`config.mk`:
```
export PLATFORM = sky130hd
export DESIGN_NAME = lane_engine
export DESIGN_NICKNAME = d
export VERILOG_FILES = /design/src/rtl/lane_engine.sv
export SDC_FILE = /design/constraint.sdc
export NUM_CORES = 1
export LEC_CHECK = 0
export BUFFER_PORTS_ARGS = -buffer_cell sky130_fd_sc_hd__buf_2
export CAP_MARGIN = 40
export CORE_MARGIN = 8
export CORE_UTILIZATION = 65
export CTS_CLUSTER_DIAMETER = 100
export CTS_CLUSTER_SIZE = 8
export DETAILED_ROUTE_END_ITERATION = 16
export PLACE_DENSITY = 0.8
export SLEW_MARGIN = 20
export SYNTH_ARGS = -nofsm -noshare
export SYNTH_HDL_FRONTEND = slang
export SYNTH_SLANG_ARGS = --single-unit
```
`constraint.sdc`:
```
create_clock -name i_Clk -period 5.27 [get_ports i_Clk]
set_input_delay 1.054 -clock i_Clk [delete_from_list [all_inputs] [get_ports i_Clk]]
set_output_delay 1.054 -clock i_Clk [all_outputs]
set_load 0.02 [all_outputs]
```
`src/rtl/lane_engine.sv`:
```
// Lane-generic obstacle engine: N_LANES rotating occupancy masks (cars or logs)
// with registered tile-occupancy render lookup and frog hit/carry status.
module lane_engine #(
  parameter int GAME_WIDTH = 14,
  parameter int N_LANES = 10,
  parameter int FIRST_ROW = 1,
  parameter logic [N_LANES*8-1:0] LANE_PERIOD = {N_LANES{8'd4}},
  parameter logic [N_LANES-1:0] LANE_DIR = '0,
  parameter logic [N_LANES-1:0] LANE_TYPE = '0,
  parameter logic [N_LANES*GAME_WIDTH-1:0] LANE_INIT = {N_LANES{GAME_WIDTH'(32'h0421)}}
) (
  input  logic               i_Clk,
  input  logic               i_Rst,
  input  logic               i_Enable,
  input  logic               i_Tick,
  input  logic [5:0]         i_Frog_X,
  input  logic [5:0]         i_Frog_Y,
  input  logic [4:0]         i_Col_Count_Div,
  input  logic [4:0]         i_Row_Count_Div,
  output logic               o_Obj_Pixel,
  output logic               o_Obj_Type,
  output logic               o_Hit,
  output logic               o_Carry,
  output logic               o_Carry_Dir,
  output logic [N_LANES-1:0] o_Lane_Shift
);

  localparam logic [6:0] ROW0   = 7'(FIRST_ROW);
  localparam logic [6:0] NL7    = 7'(N_LANES);
  localparam logic [6:0] GW7    = 7'(GAME_WIDTH);
  localparam logic [6:0] LAST_X = 7'(GAME_WIDTH - 1);

  logic [6:0] frog_x7, frog_y7, frog_rel;
  logic [6:0] pix_col7, pix_row7, pix_rel;
  logic       frog_in, pix_in, frog_at_left, frog_at_right;

  assign frog_x7  = {1'b0, i_Frog_X};
  assign frog_y7  = {1'b0, i_Frog_Y};
  assign frog_rel = frog_y7 - ROW0;
  assign pix_col7 = {2'b00, i_Col_Count_Div};
  assign pix_row7 = {2'b00, i_Row_Count_Div};
  assign pix_rel  = pix_row7 - ROW0;

  assign frog_in = (frog_y7 >= ROW0) && (frog_rel < NL7) && (frog_x7 < GW7);
  assign pix_in  = (pix_row7 >= ROW0) && (pix_rel < NL7) && (pix_col7 < GW7);
  assign frog_at_left  = (frog_x7 == 7'd0);
  assign frog_at_right = (frog_x7 == LAST_X);

  logic [N_LANES-1:0] shift_now, frog_sel, frog_bit, pix_sel, pix_bit, lead_edge;

  generate
    for (genvar gi = 0; gi < N_LANES; gi++) begin : g_lane
      localparam logic [7:0] PERIOD      = LANE_PERIOD[gi*8 +: 8];
      localparam logic [7:0] PERIOD_LAST = PERIOD - 8'd1;
      localparam logic [GAME_WIDTH-1:0] INIT = LANE_INIT[gi*GAME_WIDTH +: GAME_WIDTH];

      logic [GAME_WIDTH-1:0] mask_reg, mask_rot;
      logic [7:0]            cnt_reg;
      logic                  fbit, pbit;

      if (GAME_WIDTH == 1) begin : g_one
        assign mask_rot = mask_reg;
      end else if (LANE_DIR[gi]) begin : g_left
        assign mask_rot = {mask_reg[0], mask_reg[GAME_WIDTH-1:1]};
      end else begin : g_right
        assign mask_rot = {mask_reg[GAME_WIDTH-2:0], mask_reg[GAME_WIDTH-1]};
      end

      // A zero period makes the lane static: the tick never advances it.
      assign shift_now[gi] = i_Enable && i_Tick && (PERIOD != 8'd0) && (cnt_reg == PERIOD_LAST);

      always_ff @(posedge i_Clk) begin
        if (i_Rst) begin
          mask_reg <= INIT;
          cnt_reg  <= '0;
        end else if (i_Enable && i_Tick && (PERIOD != 8'd0)) begin
          if (shift_now[gi]) begin
            mask_reg <= mask_rot;
            cnt_reg  <= '0;
          end else begin
            cnt_reg <= cnt_reg + 8'd1;
          end
        end
      end

      always_comb begin
        fbit = 1'b0;
        pbit = 1'b0;
        for (int k = 0; k < GAME_WIDTH; k++) begin
          if (frog_x7 == 7'(k)) fbit = mask_reg[k];
          if (pix_col7 == 7'(k)) pbit = mask_reg[k];
        end
      end

      assign frog_bit[gi]  = fbit;
      assign pix_bit[gi]   = pbit;
      assign frog_sel[gi]  = frog_in && (frog_rel == 7'(gi));
      assign pix_sel[gi]   = pix_in && (pix_rel == 7'(gi));
      assign lead_edge[gi] = LANE_DIR[gi] ? frog_at_left : frog_at_right;
    end
  endgenerate

  logic sel_bit, sel_type, sel_dir, sel_shift, sel_edge;
  logic hit_c, carry_c;

  assign sel_bit   = |(frog_sel & frog_bit);
  assign sel_type  = |(frog_sel & LANE_TYPE);
  assign sel_dir   = |(frog_sel & LANE_DIR);
  assign sel_shift = |(frog_sel & shift_now);
  assign sel_edge  = |(frog_sel & lead_edge);

  // A log leaving the playfield sweeps the frog off instead of carrying it.
  assign hit_c   = frog_in && (sel_type ? (~sel_bit || (sel_bit && sel_shift && sel_edge)) : sel_bit);
  assign carry_c = frog_in && sel_type && sel_bit && sel_shift && !sel_edge;

  always_ff @(posedge i_Clk) begin
    if (i_Rst) begin
      o_Obj_Pixel  <= 1'b0;
      o_Obj_Type   <= 1'b0;
      o_Hit        <= 1'b0;
      o_Carry      <= 1'b0;
      o_Carry_Dir  <= 1'b0;
      o_Lane_Shift <= '0;
    end else begin
      o_Obj_Pixel  <= pix_in && |(pix_sel & pix_bit);
      o_Obj_Type   <= pix_in && |(pix_sel & LANE_TYPE);
      o_Hit        <= i_Enable && hit_c;
      o_Carry      <= i_Enable && carry_c;
      o_Carry_Dir  <= i_Enable && carry_c && sel_dir;
      o_Lane_Shift <= shift_now;
    end
  end

endmodule

```
==> flow_summary.toml, run 1 <==
[status]
status = "finished clean"

[sta]
drv_slew = 0
hold_viol_final = 0
rsz0062_at_grt = "false"
fin_crit_ps = 3200
post-route-period-util = 0.606
clock_skew_ps = 19.9
worst_pin_slew_ps = 803
final.setup.tns_ps = 0
layout_setup_ws_ps = 2070
setup_viol = 0
fmax_mhz = 313
relSlewSlack = 0.463

[global_routing]
grt_pass1_vias = 10600
grt_overflow = 0
grt_pass1_wl_mm = 56.2
gr-usage-all-layers = 0.292
grt_max_degree = 68
antenna_found_initial = 0

[final_layout]
largest_register_ffs = 140
diodes = 0
final_cells = 1792
final_common_cell = "nand2_1"
drive_above_1_share = 0.0879
syn2layout_area_growth_pct = 9.74
nets = 1605
most-common-layout-cells = "nand2_1, dfxtp_1, a21oi_1"
fin_area_sq_mm = 0.0133

[clock_tree]
cts_buffers = 34
cts_max_level = 2
clk_path_buf_depth = 3
root_buffer = "clkbuf_16"
cts_tree = "built"
cts_sinks = 232
hold_buffers = 0
postCtsSetupBuffers = 0
insertion_delay_ps = 510
clk_pin_slew_ps = 60
ctsResizeCount = 0

[place]
dp_slack_ps = 1590
gp_congestion = 1.03
dp.cells = 1752
dpl-instance-area_sq_mm = 0.0123
dp_hpwl_mm = 24.1
portBuffers = 37

[floorplanning]
fp.dieW_microns = 152
rows = 50
core_area_sq_mm = 0.0185
dieArea_sq_mm = 0.0233
initial_core_util = 0.654
dieHeight_microns = 152
ios = 41

[yosys]
synthFlopType = "dfxtp_1"
synth_cell_type_count = 81
synthArstFlopShare = 0
synthTopCellsByArea = "dfxtp_1, nand2_1, a21oi_1"
synth_area_sq_mm = 0.0121
yosysWarnings = 0
synth_edf_count = 0
avgSynthCellArea_sq_um = 7.79
syn_inst = 1555
synth_top_cell_by_area = "dfxtp_1"
ys_ff_latch = 232
synth_top_area_frac = 0.384
ys_seq_area_frac = 0.384

[route]
firstDrtPassIters = 6
avgViaCountPerCell = 6.44
drtIter0Drc = 1417
drc = 0
post_drt_wl_per_cell_microns = 19.5
drt-total-wl_mm = 35.0
ant_nets = 0
dr_total_vias = 11500

[setup_path]
crit_path_max_incr_delay_ps = 470
cp-end-kind = "flop"
critical_path_arrival_ps = 3550
rr_startpoint = "g_lane[3].cnt_reg[5]"
r2r_cells = 4
crit_start = "i_Frog_X[1]"
start_kind = "primary input"
cp_cell_sequence = "buf_2 -> nor2b_1 -> nand3_1 -> o21ai_1 -> nor4_1 -> a2111o_1 -> o311ai_1 -> a311oi_1"
cp_max_fo = 38
crit_path_top_delay_cell = "nor2b_1"
worst_ep_required_time_ps = 5620
crit_type = "in2reg"

[worst_hold_path]
hp-start = "g_lane[2].cnt_reg[1]"
min_path_cells = 2
holdCritPathClass = "reg2reg"

[power]
powerDensity_mw_per_mm2 = 297
power_leakage_uw = 0.00484
irDropWorstVdd_v = 0.000304

[run]
cap_viol_max_count = 0
## worst max-delay path: cells and delay by family
family / cells / cell delay (ps)
and+or+nand+nor: 3 / 1030
buffers and inverters: 1 / 340
AOI/OAI and AO/OA: 4 / 1120
## power by group
| part | leakage (uW) | internal [uW] | switching (uW) |
|---|---|---|---|
| Sequential | 0.00187 | 1770 | 11.3 |
| Combinational | 0.00253 | 98.5 | 191 |
| Clock | 0.000436 | 1140 | 735 |
## area by class of cell
cell class,instances,area [sq um]
multi-input combinational,1212,6970
fill,1499,5230
sequential,232,4640
clock buffer,34,851
timing repair buffer,60,424
tap,234,293
inverter,18,67.6
clock inverter,2,36.3
## kinds of logic (layout without fill, tap and decap cells)
family / after synthesis / in the layout / share of synthesized area
buf+inv: 113 / 114 / 0.0418
other cells: 1 / 3 / 0.000310
fa+ha+maj: 21 / 21 / 0.0217
mux: 46 / 46 / 0.0598
simple gates: 742 / 742 / 0.274
xor+xnor: 63 / 63 / 0.0456
compound gates: 337 / 337 / 0.173
flops: 232 / 232 / 0.384
## per-stage QoR
| step | hold slack (ps) | utilization | power [uW] |
|---|---|---|---|
| final | 468 | 0.718 | 3940 |
| after global routing | 506 | 0.718 | 4060 |
| after CTS | 472 | 0.714 | 3960 |
| after detailed placement | 466 | 0.666 | 2090 |
| after global placement | 459 | 0.661 | 2080 |
| after floorplan | 449 | - | 2020 |
## cell usage after synthesis, drive strengths merged, types with 7 or more instances
cell / count
o2bb2ai: 8
ha: 21
xor2: 50
and3: 10
a211oi: 8
dfxtp: 232
a22oi: 16
a21oi: 152
nand3: 69
a31oi: 11
nand2: 368
nand2b: 16
nor4: 22
o22ai: 16
nor2: 148
nor2b: 14
mux4: 20
inv: 18
xnor2: 13
nand4: 32
nor3: 30
clkbuf: 61
o21ai: 49
o211ai: 9
nand3b: 7
o221ai: 7
buf: 34
mux2: 11
mux2i: 15
## layer usage
layer / up-vias / wire (microns) / track usage
li1: 5464 / - / -
met1: 5445 / 15000 / 0.395
met2: 537 / 15700 / 0.455
met3: 102 / 3050 / 0.0547
met4: 0 / 1310 / 0.118
met5: - / 0 / 0
## worst paths after layout
| kind | slack [ps] | endpoint |
|---|---|---|
| setup / recovery | 2070 | o_Hit |
| hold / removal | 470 | g_lane[2].cnt_reg[1] |
| setup reg to reg | 3160 | g_lane[3].cnt_reg[5] |
| hold reg to reg | 470 | g_lane[2].cnt_reg[1] |
Note: power is estimated with default switching activity, not from simulation.
==> inputs of run 2 (changes only) <==
--- a/config.mk
+++ b/config.mk
@@ -8,11 +8,11 @@
 export BUFFER_PORTS_ARGS = -buffer_cell sky130_fd_sc_hd__buf_2
 export CAP_MARGIN = 40
 export CORE_MARGIN = 8
-export CORE_UTILIZATION = 65
+export CORE_UTILIZATION = 57
 export CTS_CLUSTER_DIAMETER = 100
 export CTS_CLUSTER_SIZE = 8
 export DETAILED_ROUTE_END_ITERATION = 16
-export PLACE_DENSITY = 0.8
+export PLACE_DENSITY = 0.74
 export SLEW_MARGIN = 20
 export SYNTH_ARGS = -nofsm -noshare
 export SYNTH_HDL_FRONTEND = slang
==> constraint.sdc (replaced) <==
create_clock -name i_Clk -period 2.75 [get_ports i_Clk]
set_input_delay 0.55 -clock i_Clk [delete_from_list [all_inputs] [get_ports i_Clk]]
set_output_delay 0.55 -clock i_Clk [all_outputs]
set_load 0.02 [all_outputs]
==> run 2 against run 1 <==
  * Worst setup slack got worse by 1600 ps
  * Critical path depth increased by 3
  * Cell count increased by 5.9%
  * Sequential share of layout area decreased by 1.5 points
  * Sequential power increased by 92%
  * Clock skew decreased by 2.3 ps
  * Die area increased by 13%
  * Combinational power increased by 120%
  * Critical endpoint unchanged
  * Largest power group unchanged
==> flow_summary.toml, run 2 (synthesis results as in run 1) <==
[place]
dp_slack_ps = 103
dp_hpwl_mm = 25.4
gp_congestion = 1.09
dp.cells = 1861
portBuffers = 37

[clock_tree]
cts_sinks = 232
root_buffer = "clkbuf_16"
clk_pin_slew_ps = 60
postCtsSetupBuffers = 0
cts_buffers = 34
ctsResizeCount = 0
clk_path_buf_depth = 3
hold_buffers = 0
insertion_delay_ps = 500
cts_tree = "built"
cts_max_level = 2

[setup_path]
reg2reg_slack_ps = 720
cp-endpoint = "o_Hit"
reg2reg_to = "o_Hit"
critical_path_arrival_ps = 2650
r2r_cells = 6
cp_max_fo = 9
worst_ep_required_time_ps = 3160
crit_type = "in2reg"
start_kind = "primary input"
rr_startpoint = "g_lane[2].mask_reg[0]"
cp-end-kind = "flop"
crit_start = "i_Frog_Y[0]"

[final_layout]
diodes = 0
nets = 1669
most-common-layout-cells = "nand2_1, dfxtp_1, a21oi_1"
largest_register_ffs = 140
fill_cells = 1771
final_cells = 1897
syn2layout_area_growth_pct = 14.6
drive_above_1_share = 0.124
final_common_cell = "nand2_1"
multiInputGateArea_sq_mm = 0.00697
seq_area_sq_mm = 0.00464

[sta]
hold_ws_ps = 382
setup_viol = 0
relSlewSlack = 0.554
final.setup.tns_ps = 0
clock_skew_ps = 17.7
worst_pin_slew_ps = 669
fin_crit_ps = 2240
post-route-period-util = 0.814
fmax_mhz = 447
layout_setup_ws_ps = 512
drv_slew = 0
rsz0062_at_grt = "false"
hold_viol_final = 0

[power]
irDropWorstVdd_v = 0.000412
p_int_uw = 5850
power_leakage_uw = 0.00516
total_power_uw = 7640
p_sw_frac = 0.235
comb_power_share = 0.082
power_frac_seq = 0.446
switching_power_uw = 1790
powerDensity_mw_per_mm2 = 550
clkPwrFrac = 0.471

[route]
drc = 0
ant_nets = 0
firstDrtPassIters = 6
post_drt_wl_per_cell_microns = 18.8
drt-total-wl_mm = 35.7
avgViaCountPerCell = 6.22
dr_total_vias = 11800
drtIter0Drc = 1397

[global_routing]
grt_overflow = 0
antenna_found_initial = 0
grt_pass1_vias = 10800
gr-usage-all-layers = 0.266
grt_max_degree = 144
grt_pass1_wl_mm = 57.2

[floorplanning]
fp.dieW_microns = 162
dieHeight_microns = 162
rows = 53
initial_core_util = 0.578
ios = 41
dieArea_sq_mm = 0.0262
core_area_sq_mm = 0.0210

[worst_hold_path]
holdCritPathClass = "in2reg"

[status]
status = "finished clean"

[run]
cap_viol_max_count = 0
run 2: critical path, stage by stage:
cell	delay (ps)
buf_2	120
inv_1	80
ha_1	310
o21bai_1	210
a211oi_1	340
o31ai_1	120
buf_4	160
nor4bb_1	280
o21a_1	170
a311oi_1	50
a311oi_1	260
run 2: layout make-up:
type,count,area share
clock buffers,35,0.0631
clock inverters,1,0.000631
well taps,275,0.0248
repair buffers,124,0.0696
multi-input cells,1212,0.502
inverters,18,0.00487
flip-flops and latches,232,0.335
run 2: worst min-delay path by stage:
| stage | cells after the start | startpoint | end |
|---|---|---|---|
| after floorplan | 2 | g_lane[2].cnt_reg[1] | g_lane[2].cnt_reg[1] |
| final | 3 | i_Enable | o_Hit |
| after CTS | 3 | i_Enable | o_Hit |
| after global placement | 2 | g_lane[2].cnt_reg[1] | g_lane[2].cnt_reg[1] |
| after detailed placement | 2 | g_lane[2].cnt_reg[1] | g_lane[2].cnt_reg[1] |
| after global routing | 3 | i_Enable | o_Hit |
run 2: power by group through the flow:
stage                     Combinational [uW]  Clock [uW]  Sequential [uW]
final                                    629        3600             3410
after global routing                     668        3820             3410
after CTS                                608        3670             3410
after detailed placement                 604           0             3470
after global placement                   604           0             3470
after floorplan                          397           0             3470
run 2: layer usage:
layer  share of wire  vias to the layer above  global-route usage
met5               0                        -                   0
met4           0.050                        0               0.128
met3           0.092                      151              0.0514
met2            0.43                      569               0.402
met1            0.43                     5487               0.359
li1                -                     5601                   -
run 2: metrics by stage:
stage | instance area, sq um | util
after global routing | 13900 | 0.662
after detailed placement | 13000 | 0.620
after floorplan | 12100 | -
after CTS | 13900 | 0.662
final | 13900 | 0.662
after global placement | 13000 | 0.620
==> inputs of run 3 (changes only) <==
==> constraint.sdc (replaced) <==
create_clock -name i_Clk -period 2 [get_ports i_Clk]
set_input_delay 0.4 -clock i_Clk [delete_from_list [all_inputs] [get_ports i_Clk]]
set_output_delay 0.4 -clock i_Clk [all_outputs]
set_load 0.02 [all_outputs]
==> run 3 against run 2 <==
  * The flow now finishes with violations (setup timing)
  * Via count increased by 4.5%
  * Clock skew rose by 5.5 ps
  * Count of clock-buffer cells in the layout shrank 1
  * Cell count is 7.2% higher
  * Sequential cell count did not move
  * Critical path depth decreased by 1
  * Core utilization increased by 5.5 points
  * Combinational power increased by 64%
  * Total power increased by 40%
  * Worst hold slack worse by 200 ps
  * Register-to-register slack worse by 670 ps
==> flow_summary.toml, run 3 (synthesis results as in run 1) <==
[final_layout]
most-common-layout-cells = "nand2_1, dfxtp_1, buf_4"
drive_above_1_share = 0.206
nets = 1805
syn2layout_area_growth_pct = 24.2
diodes = 0
final_common_cell = "nand2_1"
largest_register_ffs = 140
final_cells = 2033

[clock_tree]
hold_buffers = 0
cts_sinks = 232
insertion_delay_ps = 520
cts_buffers = 34
cts_max_level = 2
clk_path_buf_depth = 3
clk_pin_slew_ps = 60
cts_tree = "built"
root_buffer = "clkbuf_16"
postCtsSetupBuffers = 0

[setup_path]
reg2reg_to = "o_Obj_Pixel"
r2r_cells = 7
worst_ep_required_time_ps = 2440
critical_path_arrival_ps = 2440
crit_path_max_incr_delay_ps = 500
start_kind = "primary input"
cp_cell_sequence = "buf_2 -> buf_4 -> nor2b_1 -> buf_4 -> nand2_1 -> o21ai_0 -> a22oi_1 -> a2111oi_0 -> o311ai_2 -> a311oi_1"
crit_top_cell = "buf_4"
reg2reg_slack_ps = 50
cp-end-kind = "flop"
crit_type = "in2reg"
cp_max_fo = 6
crit_path_top_delay_cell = "a2111oi_0"
rr_startpoint = "g_lane[0].mask_reg[7]"

[floorplanning]
dieArea_sq_mm = 0.0262
dieHeight_microns = 162
rows = 53
initial_core_util = 0.578
ios = 41
fp.dieW_microns = 162
core_area_sq_mm = 0.0210

[sta]
clock_skew_ps = 23.2
fin_crit_ps = 2000
relSlewSlack = 0.593
post-route-period-util = 1.00
hold_viol_final = 0
rsz0062_at_grt = "true"
layout_setup_ws_ps = -4.07
setup_viol = 1
fmax_mhz = 499
drv_slew = 0
worst_pin_slew_ps = 595

[power]
irDropWorstVdd_v = 0.000741
powerDensity_mw_per_mm2 = 711
power_frac_seq = 0.439
power_leakage_uw = 0.00586
clkPwrFrac = 0.466
comb_power_share = 0.096
p_int_uw = 8110
switching_power_uw = 2580
p_sw_frac = 0.241

[global_routing]
antenna_found_initial = 0
grt_overflow = 0
grt-busiest-layer = "met2"
grt_use_met1 = 0.396
grt_max_degree = 81
grt_pass1_vias = 11700
gr-usage-all-layers = 0.295
use_met2 = 0.446
grt_pass1_wl_mm = 62.6
grt_use_met3 = 0.0711

[route]
post_drt_wl_per_cell_microns = 19.3
firstDrtPassIters = 6
ant_nets = 0
drc = 0
drtIter0Drc = 1486
dr_total_vias = 12300
drt-total-wl_mm = 39.2
avgViaCountPerCell = 6.07

[worst_hold_path]
hp-start = "i_Enable"
holdCritPathClass = "in2reg"
min_to = "o_Hit"
min_path_cells = 3

[place]
dp_slack_ps = -572
portBuffers = 37
gp_congestion = 1.05
dp_hpwl_mm = 28.9
dp.cells = 1997

[status]
status = "complete, but fails checks"
violations = "setup timing"

[run]
cap_viol_max_count = 0
==> run 3: area by class of cell <==
class | count | area, sq um
Inverter | 18 | 67.6
Sequential cell | 232 | 4640
Clock buffer | 34 | 851
Timing Repair Buffer | 260 | 1980
Fill cell | 1687 | 5910
Tap cell | 275 | 344
Multi-Input combinational cell | 1212 | 7110
Clock inverter | 2 | 36.3
==> run 3: power groups by stage <==
stage               clock, uW  sequential (uW)  combinational, uW
global route             5240             4690               1090
CTS                      5030             4690                989
global placement            0             4780                978
finish                   4980             4690               1030
detailed placement          0             4780                983
floorplan                   0             4770                568
==> run 3: worst max-delay path by stage <==
stage / start / depth (start not counted) / endpoint / slack [ps]
floorplan: i_Frog_X[5] / 7 / o_Hit / -100
global placement: i_Frog_Y[1] / 11 / o_Hit / -580
detailed placement: i_Frog_Y[0] / 11 / o_Hit / -570
CTS: g_lane[2].mask_reg[3] / 6 / o_Hit / 10
global route: i_Frog_X[4] / 10 / o_Hit / -80
finish: i_Frog_X[0] / 10 / o_Hit / -4
==> run 3: metal layers <==
| layer | up-vias | wire (microns) |
|---|---|---|
| met1 | 5758 | 16800 |
| met4 | 0 | 1490 |
| met5 | - | 0 |
| met2 | 595 | 17100 |
| met3 | 128 | 3820 |
| li1 | 5855 | - |
==> run 3: through the flow <==
stage / hold WS [ps] / area [sq um] / TNS (ps) / total power [uW] / util
2_1_floorplan: 449 / 12200 / -101 / 5340 / -
3_3_place_gp: 459 / 14100 / -1020 / 5750 / 0.672
3_5_place_dp: 469 / 14100 / -1080 / 5760 / 0.672
4_1_cts: 180 / 15000 / 0 / 10700 / 0.714
5_1_grt: 190 / 15000 / -113 / 11000 / 0.718
6_report: 181 / 15000 / -4.07 / 10700 / 0.718
==> run 3: timing repair <==
item | 4_1_cts | 5_1_grt
setup endpoints to repair | 2 | 2
resized for setup | 2 | 18
endpoints found under the hold margin | 0 | 0
pin swaps | 0 | 6
==> run 3: critical path, delay by kind of cell <==
family          cells  cell delay (ps)
simple gates        2              340
compound gates      5             1140
buf+inv             3              560
